===== src/rtl/decode_stage.sv =====
// RV32I decode stage: fetch/decode register, register file with write-through,
// control/ALU decoder, immediate extender and load-use hazard detection.
module decode_stage #(
  parameter int unsigned DATA_WIDTH = 32,
  parameter logic [31:0] NOP_INSTR  = 32'h00000013
) (
  input  logic                  clk,
  input  logic                  rst,
  input  logic [31:0]           InstrF,
  input  logic [31:0]           PCF,
  input  logic [31:0]           PCPlus4F,
  input  logic                  PCSrcE,
  input  logic                  RegWriteW,
  input  logic [4:0]            RdW,
  input  logic [DATA_WIDTH-1:0] ResultW,
  input  logic [4:0]            RdE,
  input  logic [1:0]            ResultSrcE,
  output logic [DATA_WIDTH-1:0] rd1,
  output logic [DATA_WIDTH-1:0] rd2,
  output logic [31:0]           PCD,
  output logic [31:0]           PCPlus4D,
  output logic [31:0]           ImmExtD,
  output logic [4:0]            RdD,
  output logic [4:0]            Rs1D,
  output logic [4:0]            Rs2D,
  output logic                  RegWriteD,
  output logic                  MemWriteD,
  output logic                  JumpD,
  output logic                  BranchD,
  output logic                  ALUSrcD,
  output logic [1:0]            ResultSrcD,
  output logic [2:0]            ALUControlD,
  output logic                  StallF,
  output logic                  StallD,
  output logic                  FlushE
);

  localparam int unsigned NUM_REGS = 32;

  localparam logic [6:0] OP_LOAD   = 7'b0000011;
  localparam logic [6:0] OP_STORE  = 7'b0100011;
  localparam logic [6:0] OP_RTYPE  = 7'b0110011;
  localparam logic [6:0] OP_IALU   = 7'b0010011;
  localparam logic [6:0] OP_BRANCH = 7'b1100011;
  localparam logic [6:0] OP_JAL    = 7'b1101111;

  localparam logic [2:0] ALU_ADD = 3'b000;
  localparam logic [2:0] ALU_SUB = 3'b001;
  localparam logic [2:0] ALU_AND = 3'b010;
  localparam logic [2:0] ALU_OR  = 3'b011;
  localparam logic [2:0] ALU_XOR = 3'b100;
  localparam logic [2:0] ALU_SLT = 3'b101;
  localparam logic [2:0] ALU_SLL = 3'b110;
  localparam logic [2:0] ALU_SRL = 3'b111;

  typedef enum logic [2:0] {
    IMM_NONE,
    IMM_I,
    IMM_S,
    IMM_B,
    IMM_J
  } imm_sel_e;

  logic [31:0]           instr_d;
  logic [DATA_WIDTH-1:0] regs [NUM_REGS];
  logic                  lw_stall;

  logic [6:0] opcode;
  logic [2:0] funct3;
  logic [6:0] funct7;

  logic       reg_write_raw;
  imm_sel_e   imm_sel;
  logic       alu_ok;
  logic [2:0] alu_op;

  assign opcode = instr_d[6:0];
  assign funct3 = instr_d[14:12];
  assign funct7 = instr_d[31:25];
  assign RdD    = instr_d[11:7];
  assign Rs1D   = instr_d[19:15];
  assign Rs2D   = instr_d[24:20];

  // Fetch/decode register: flush has priority over stall
  always_ff @(posedge clk or posedge rst) begin
    if (rst) begin
      instr_d  <= NOP_INSTR;
      PCD      <= '0;
      PCPlus4D <= '0;
    end else if (PCSrcE) begin
      instr_d  <= NOP_INSTR;
      PCD      <= '0;
      PCPlus4D <= '0;
    end else if (!StallD) begin
      instr_d  <= InstrF;
      PCD      <= PCF;
      PCPlus4D <= PCPlus4F;
    end
  end

  // Register file; x0 is never written
  always_ff @(posedge clk or posedge rst) begin
    if (rst) begin
      for (int i = 0; i < NUM_REGS; i++) regs[i] <= '0;
    end else if (RegWriteW && (RdW != 5'd0)) begin
      regs[RdW] <= ResultW;
    end
  end

  // Reads bypass the write port so writeback and decode can share a cycle
  always_comb begin
    if (Rs1D == 5'd0)
      rd1 = '0;
    else if (RegWriteW && (RdW == Rs1D))
      rd1 = ResultW;
    else
      rd1 = regs[Rs1D];

    if (Rs2D == 5'd0)
      rd2 = '0;
    else if (RegWriteW && (RdW == Rs2D))
      rd2 = ResultW;
    else
      rd2 = regs[Rs2D];
  end

  // ALU op from funct3/funct7; SRA and unknown combinations are rejected
  always_comb begin
    alu_ok = 1'b0;
    alu_op = ALU_ADD;
    unique case (funct3)
      3'b000: begin
        if (funct7 == 7'b0000000 || opcode == OP_IALU) begin
          alu_ok = 1'b1;
          alu_op = ALU_ADD;
        end else if (funct7 == 7'b0100000) begin
          alu_ok = 1'b1;
          alu_op = ALU_SUB;
        end
      end
      3'b001: begin
        alu_ok = (funct7 == 7'b0000000);
        alu_op = ALU_SLL;
      end
      3'b010: begin
        alu_ok = (funct7 == 7'b0000000) || (opcode == OP_IALU);
        alu_op = ALU_SLT;
      end
      3'b100: begin
        alu_ok = (funct7 == 7'b0000000) || (opcode == OP_IALU);
        alu_op = ALU_XOR;
      end
      3'b101: begin
        alu_ok = (funct7 == 7'b0000000);
        alu_op = ALU_SRL;
      end
      3'b110: begin
        alu_ok = (funct7 == 7'b0000000) || (opcode == OP_IALU);
        alu_op = ALU_OR;
      end
      3'b111: begin
        alu_ok = (funct7 == 7'b0000000) || (opcode == OP_IALU);
        alu_op = ALU_AND;
      end
      default: begin
        alu_ok = 1'b0;
        alu_op = ALU_ADD;
      end
    endcase
  end

  // Main decoder; anything unrecognised leaves every control at 0
  always_comb begin
    reg_write_raw = 1'b0;
    ResultSrcD    = 2'b00;
    MemWriteD     = 1'b0;
    ALUSrcD       = 1'b0;
    BranchD       = 1'b0;
    JumpD         = 1'b0;
    ALUControlD   = ALU_ADD;
    imm_sel       = IMM_NONE;
    unique case (opcode)
      OP_LOAD: begin
        if (funct3 == 3'b010) begin
          reg_write_raw = 1'b1;
          ResultSrcD    = 2'b01;
          ALUSrcD       = 1'b1;
          imm_sel       = IMM_I;
        end
      end
      OP_STORE: begin
        if (funct3 == 3'b010) begin
          MemWriteD = 1'b1;
          ALUSrcD   = 1'b1;
          imm_sel   = IMM_S;
        end
      end
      OP_RTYPE: begin
        if (alu_ok) begin
          reg_write_raw = 1'b1;
          ALUControlD   = alu_op;
        end
      end
      OP_IALU: begin
        if (alu_ok) begin
          reg_write_raw = 1'b1;
          ALUSrcD       = 1'b1;
          ALUControlD   = alu_op;
          imm_sel       = IMM_I;
        end
      end
      OP_BRANCH: begin
        if (funct3 == 3'b000) begin
          BranchD     = 1'b1;
          ALUControlD = ALU_SUB;
          imm_sel     = IMM_B;
        end
      end
      OP_JAL: begin
        reg_write_raw = 1'b1;
        ResultSrcD    = 2'b10;
        JumpD         = 1'b1;
        imm_sel       = IMM_J;
      end
      default: begin
        reg_write_raw = 1'b0;
      end
    endcase
  end

  assign RegWriteD = reg_write_raw && (RdD != 5'd0);

  // Immediate extender, sign taken from bit 31
  always_comb begin
    unique case (imm_sel)
      IMM_I:   ImmExtD = {{20{instr_d[31]}}, instr_d[31:20]};
      IMM_S:   ImmExtD = {{20{instr_d[31]}}, instr_d[31:25], instr_d[11:7]};
      IMM_B:   ImmExtD = {{20{instr_d[31]}}, instr_d[7], instr_d[30:25],
                          instr_d[11:8], 1'b0};
      IMM_J:   ImmExtD = {{12{instr_d[31]}}, instr_d[19:12], instr_d[20],
                          instr_d[30:21], 1'b0};
      default: ImmExtD = '0;
    endcase
  end

  // Load-use: raw field compare, conservative for instructions without rs2
  assign lw_stall = (ResultSrcE == 2'b01) && (RdE != 5'd0) &&
                    ((RdE == Rs1D) || (RdE == Rs2D));

  assign StallF = lw_stall;
  assign StallD = lw_stall;
  assign FlushE = lw_stall | PCSrcE;

endmodule


===== config.mk =====
export PLATFORM = sky130hd
export DESIGN_NAME = decode_stage
export DESIGN_NICKNAME = d
export VERILOG_FILES = /design/src/rtl/decode_stage.sv
export SDC_FILE = /design/constraint.sdc
export NUM_CORES = 2
export LEC_CHECK = 0
export CORE_MARGIN = 3
export CORE_UTILIZATION = 45
export DETAILED_ROUTE_END_ITERATION = 16
export PLACE_DENSITY_LB_ADDON = 0.2
export REMOVE_ABC_BUFFERS = 1
export SYNTH_ARGS = -nofsm -noshare
export SYNTH_HDL_FRONTEND = slang
export SYNTH_SLANG_ARGS = --single-unit

===== constraint.sdc =====
create_clock -name clk -period 122.5 [get_ports clk]
set_input_delay 30.625 -clock clk [delete_from_list [all_inputs] [get_ports clk]]
set_output_delay 30.625 -clock clk [all_outputs]
set_load 0.05 [all_outputs]

==> results summary <==
The gate count after technology mapping is 4,265. The depth of the worst hold-timing path is 0. The final design instance area without fill came out at 68,800 um2. TritonCTS built the clock tree.

The number of synthesized flops with an enable pin is 0. The count of endpoints failing hold in the final timing report came out at 0. The total die area came out at 137,700 um2.

Post-CTS timing repair inserted 0 buffers for setup. The all-layer global routing usage is 29.47%. The timing-limited maximum frequency came out at 15.32 MHz.

The static leakage is 0.02848 uW. The sequential cell area fraction in the yosys report is 46.73%. The pin count of the biggest net entering global routing came out at 166. The top fanout value on the critical path is 19. The synthesis-stage register bit count came out at 1,120. The deepest clock path buffer count is 3. The number of design-rule violations left by the first detailed-router iteration is 4,247. The share of flip-flops with an asynchronous set or reset is 100.0%. The number of gates given a new drive strength after cts came out at 0. The count of maximum capacitance violations is 0. The per-instance average area after synthesis is 14.07 um2. Data on the critical path is required at its endpoint by 91.88 ns. The most frequently used flop master after synthesis is sky130_fd_sc_hd__dfrtp_1. Summing all multi-input logic gate instances after layout gives 29,980 um2. The weighted congestion at the end of routability-driven global placement is 0.8146. The final critical path takes up 53.27% of the cycle. The post-synthesis cell type count is 64. The clock sink total came out at 1,120. The row count is 133. The post-route setup TNS came out at 0 ns. Setup repair after global routing left no endpoint under its margin. The count of buffers inserted at the top-level ports came out at 331. The first-pass iteration count of the detailed router came out at 5. Once placement finished, the instance area stood at 64,420 um2. The remaining number of nets flagged by the antenna check after routing came out at 0. The worst register-to-register path has a setup slack of 117.36 ns. The worst setup path is launched from a primary input. The vertical extent of the die is 371.1 um. The boundary pin count is 332.

The total grt overflow came out at 0. In the layout the commonest cells are 1,107 x sky130_fd_sc_hd__dfrtp_1, 1,030 x sky130_fd_sc_hd__mux2_2, 419 x sky130_fd_sc_hd__mux4_2, 378 x sky130_fd_sc_hd__mux2i_1, 330 x sky130_fd_sc_hd__clkdlybuf4s50_1. The max-slew violation count is 0. The first global-routing pass estimated 294,000 um of wire. The run finished with clean final reports. The share of post-route cells with drive strength above 1 came out at 40.90%. The number of antenna violations at the first check in global routing was 4. The final net count came out at 4,477.

The clock network latency to the later pin of the worst-skew pair is 0.74 ns. The H-tree depth reported by CTS is 4. After detailed routing, the total wire length is 202,800 um.

The data arrival at the endpoint of the critical path is 34.63 ns. STA classifies the critical path endpoint as a primary output. The clock transition at the registers of the reported paths came out at 0.05 ns.

The initial standard-cell utilization of the core came out at 45.46%. The headroom to the max-slew limit is 13.37%. In the final layout, flip-flops and latches occupy 28,060 um2. The routed layout has 40,112 vias. The area added between synthesis and finish came out at 14.69%. The worst IR drop on VDD came out at 0.01556 mV. By startpoint and endpoint, the worst setup path is classified as in -> out. The type of the most critical hold path is reg -> reg.

The worst-case hold slack is 0.3913 ns. The core box area is 132,000 um2. The tree is rooted in a sky130_fd_sc_hd__clkbuf_16. The via count normalized by instance count is 6.484. The count of hold buffers inserted by post-cts repair came out at 0. Setup violations remaining at the end of the flow were counted as 0. Counting cells, the worst reg-to-reg path comes to 11. The total power of the final layout is 1126 uW. Clock skew on the completed layout was measured at 0.009488 ns. The via count of the first global-routing pass is 40,759. For this run, the number of Yosys warnings is 0. The power density over the cells came out at 16.37 nW/um2. The number of clock buffers added by TritonCTS is 130. Fill cells in the final layout number 11,064. The worst path in the final design needs a cycle of 65.26 ns, including I/O delays and setup. In the routed design, unresolved DRC markers number 0. After legalization and detailed placement, the total HPWL measured 111,300 um. The horizontal die dimension came out at 371.1 um. The area of the mapped netlist came out at 59,990 um2. The library cell used most frequently in the layout, excluding fill and tap cells, is sky130_fd_sc_hd__dfrtp_1.

The actual slew at the worst max-slew pin is 1.295 ns. The post-detailed-route wirelength per cell came out at 32.79 um.
==> critical path: stages <==
cell and delay [ns]:
sky130_fd_sc_hd__clkdlybuf4s50_1 0.68, sky130_fd_sc_hd__xor2_1 0.19, sky130_fd_sc_hd__nor4_1 0.09, sky130_fd_sc_hd__nand3_1 0.42
sky130_fd_sc_hd__buf_4 0.38, sky130_fd_sc_hd__nand2b_2 0.63, sky130_fd_sc_hd__o31ai_1 0.69, sky130_fd_sc_hd__clkdlybuf4s50_1 0.90
==> area by class of cell <==
type / count / area share (%)
multi-input combinational: 2645 / 43.57
sequential: 1120 / 40.79
timing repair buffer: 428 / 6.016
clock buffer: 202 / 5.865
tap: 1755 / 3.192
clock inverter: 27 / 0.5074
inverter: 8 / 0.05637
antenna: 1 / 0.003637
==> metal layers <==
metal  vias to the layer above  track usage (%)  part of all wire [%]
met5                         -                0                     0
met4                         0            9.523                   3.2
met3                       362            5.579                   7.5
met2                      1649            45.11                    46
met1                     21755            42.50                    44
li1                      16346                -                     -
==> metrics by stage <==
| step | cells | setup slack (ns) | util (%) |
|---|---|---|---|
| 3_3_place_gp | 5956 | 57.20 | 48.81 |
| 5_1_grt | 6186 | 57.12 | 52.14 |
| 3_5_place_dp | 5956 | 57.16 | 48.81 |
| 4_1_cts | 6185 | 57.15 | 52.14 |
| 2_1_floorplan | 3773 | 51.28 | - |
| 6_report | 6186 | 57.24 | 52.14 |
==> cells in the mapped netlist (2+ instances only) <==
master / count / share of area, %
sky130_fd_sc_hd__or4_1: 3 / 0.038
sky130_fd_sc_hd__buf_6: 7 / 0.13
sky130_fd_sc_hd__clkbuf_1: 271 / 1.7
sky130_fd_sc_hd__a211oi_1: 18 / 0.23
sky130_fd_sc_hd__or2_2: 4 / 0.042
sky130_fd_sc_hd__a31oi_1: 7 / 0.073
sky130_fd_sc_hd__inv_1: 6 / 0.038
sky130_fd_sc_hd__o31ai_1: 20 / 0.25
sky130_fd_sc_hd__a221o_1: 51 / 0.85
sky130_fd_sc_hd__mux2i_1: 378 / 6.3
sky130_fd_sc_hd__nand2b_1: 7 / 0.073
sky130_fd_sc_hd__buf_1: 65 / 0.41
sky130_fd_sc_hd__and2_1: 8 / 0.083
sky130_fd_sc_hd__nor2b_1: 27 / 0.28
sky130_fd_sc_hd__a221oi_1: 50 / 0.73
sky130_fd_sc_hd__o211ai_1: 16 / 0.20
sky130_fd_sc_hd__o21ai_0: 72 / 0.60
sky130_fd_sc_hd__a21oi_1: 45 / 0.38
sky130_fd_sc_hd__nor3b_1: 5 / 0.063
sky130_fd_sc_hd__dfstp_2: 3 / 0.13
sky130_fd_sc_hd__nand3_1: 35 / 0.29
sky130_fd_sc_hd__o22ai_1: 37 / 0.39
sky130_fd_sc_hd__or3_1: 2 / 0.021
sky130_fd_sc_hd__and3_1: 4 / 0.042
sky130_fd_sc_hd__buf_4: 66 / 0.83
sky130_fd_sc_hd__o32ai_1: 4 / 0.058
sky130_fd_sc_hd__a22o_1: 9 / 0.13
sky130_fd_sc_hd__mux2_2: 1030 / 19
sky130_fd_sc_hd__nand2_1: 84 / 0.53
sky130_fd_sc_hd__nor3_1: 31 / 0.26
sky130_fd_sc_hd__a22oi_1: 55 / 0.69
sky130_fd_sc_hd__nor2_1: 172 / 1.1
sky130_fd_sc_hd__xnor2_1: 7 / 0.10
sky130_fd_sc_hd__xor2_1: 14 / 0.20
sky130_fd_sc_hd__a211o_1: 3 / 0.044
sky130_fd_sc_hd__buf_2: 82 / 0.68
sky130_fd_sc_hd__nand3b_1: 4 / 0.050
sky130_fd_sc_hd__dfrtp_1: 1117 / 47
sky130_fd_sc_hd__nor4_1: 3 / 0.031
sky130_fd_sc_hd__mux4_2: 419 / 16
==> path summary, 6_finish.rpt <==
path	start	to
hold reg to reg	regs[994]	regs[994]
min in group asynchronous	rst	regs[462]
setup / recovery	RdW[1]	rd1[12]
max in group asynchronous	rst	regs[786]
hold / removal	regs[994]	regs[994]
setup reg to reg	instr_d[17]	instr_d[25]
==> flip-flops by register name, summed over array words and instances, names as in the netlist <==
name and cells:
PCD 32, regs 1024, PCPlus4D 32, instr_d 32
==> cells by family (layout without fill, tap and decap cells) <==
| logic type | count (synthesis) | count (layout) | share of synthesized area (%) |
|---|---|---|---|
| xor+xnor | 21 | 21 | 0.3066 |
| other cells | 0 | 1 | 0 |
| flops | 1120 | 1120 | 46.73 |
| mux | 1827 | 1827 | 41.37 |
| simple gates | 398 | 398 | 3.006 |
| compound gates | 399 | 399 | 4.785 |
| buf+inv | 500 | 665 | 3.802 |
==> power by group <==
part / leakage (uW) / internal, uW / switching, uW
logic: 0.0120 / 128 / 109
clock network: 0.00217 / 242 / 159
registers: 0.0143 / 436 / 50.3
total: 0.0285 / 807 / 319
Power figures use the tool's default switching activity.
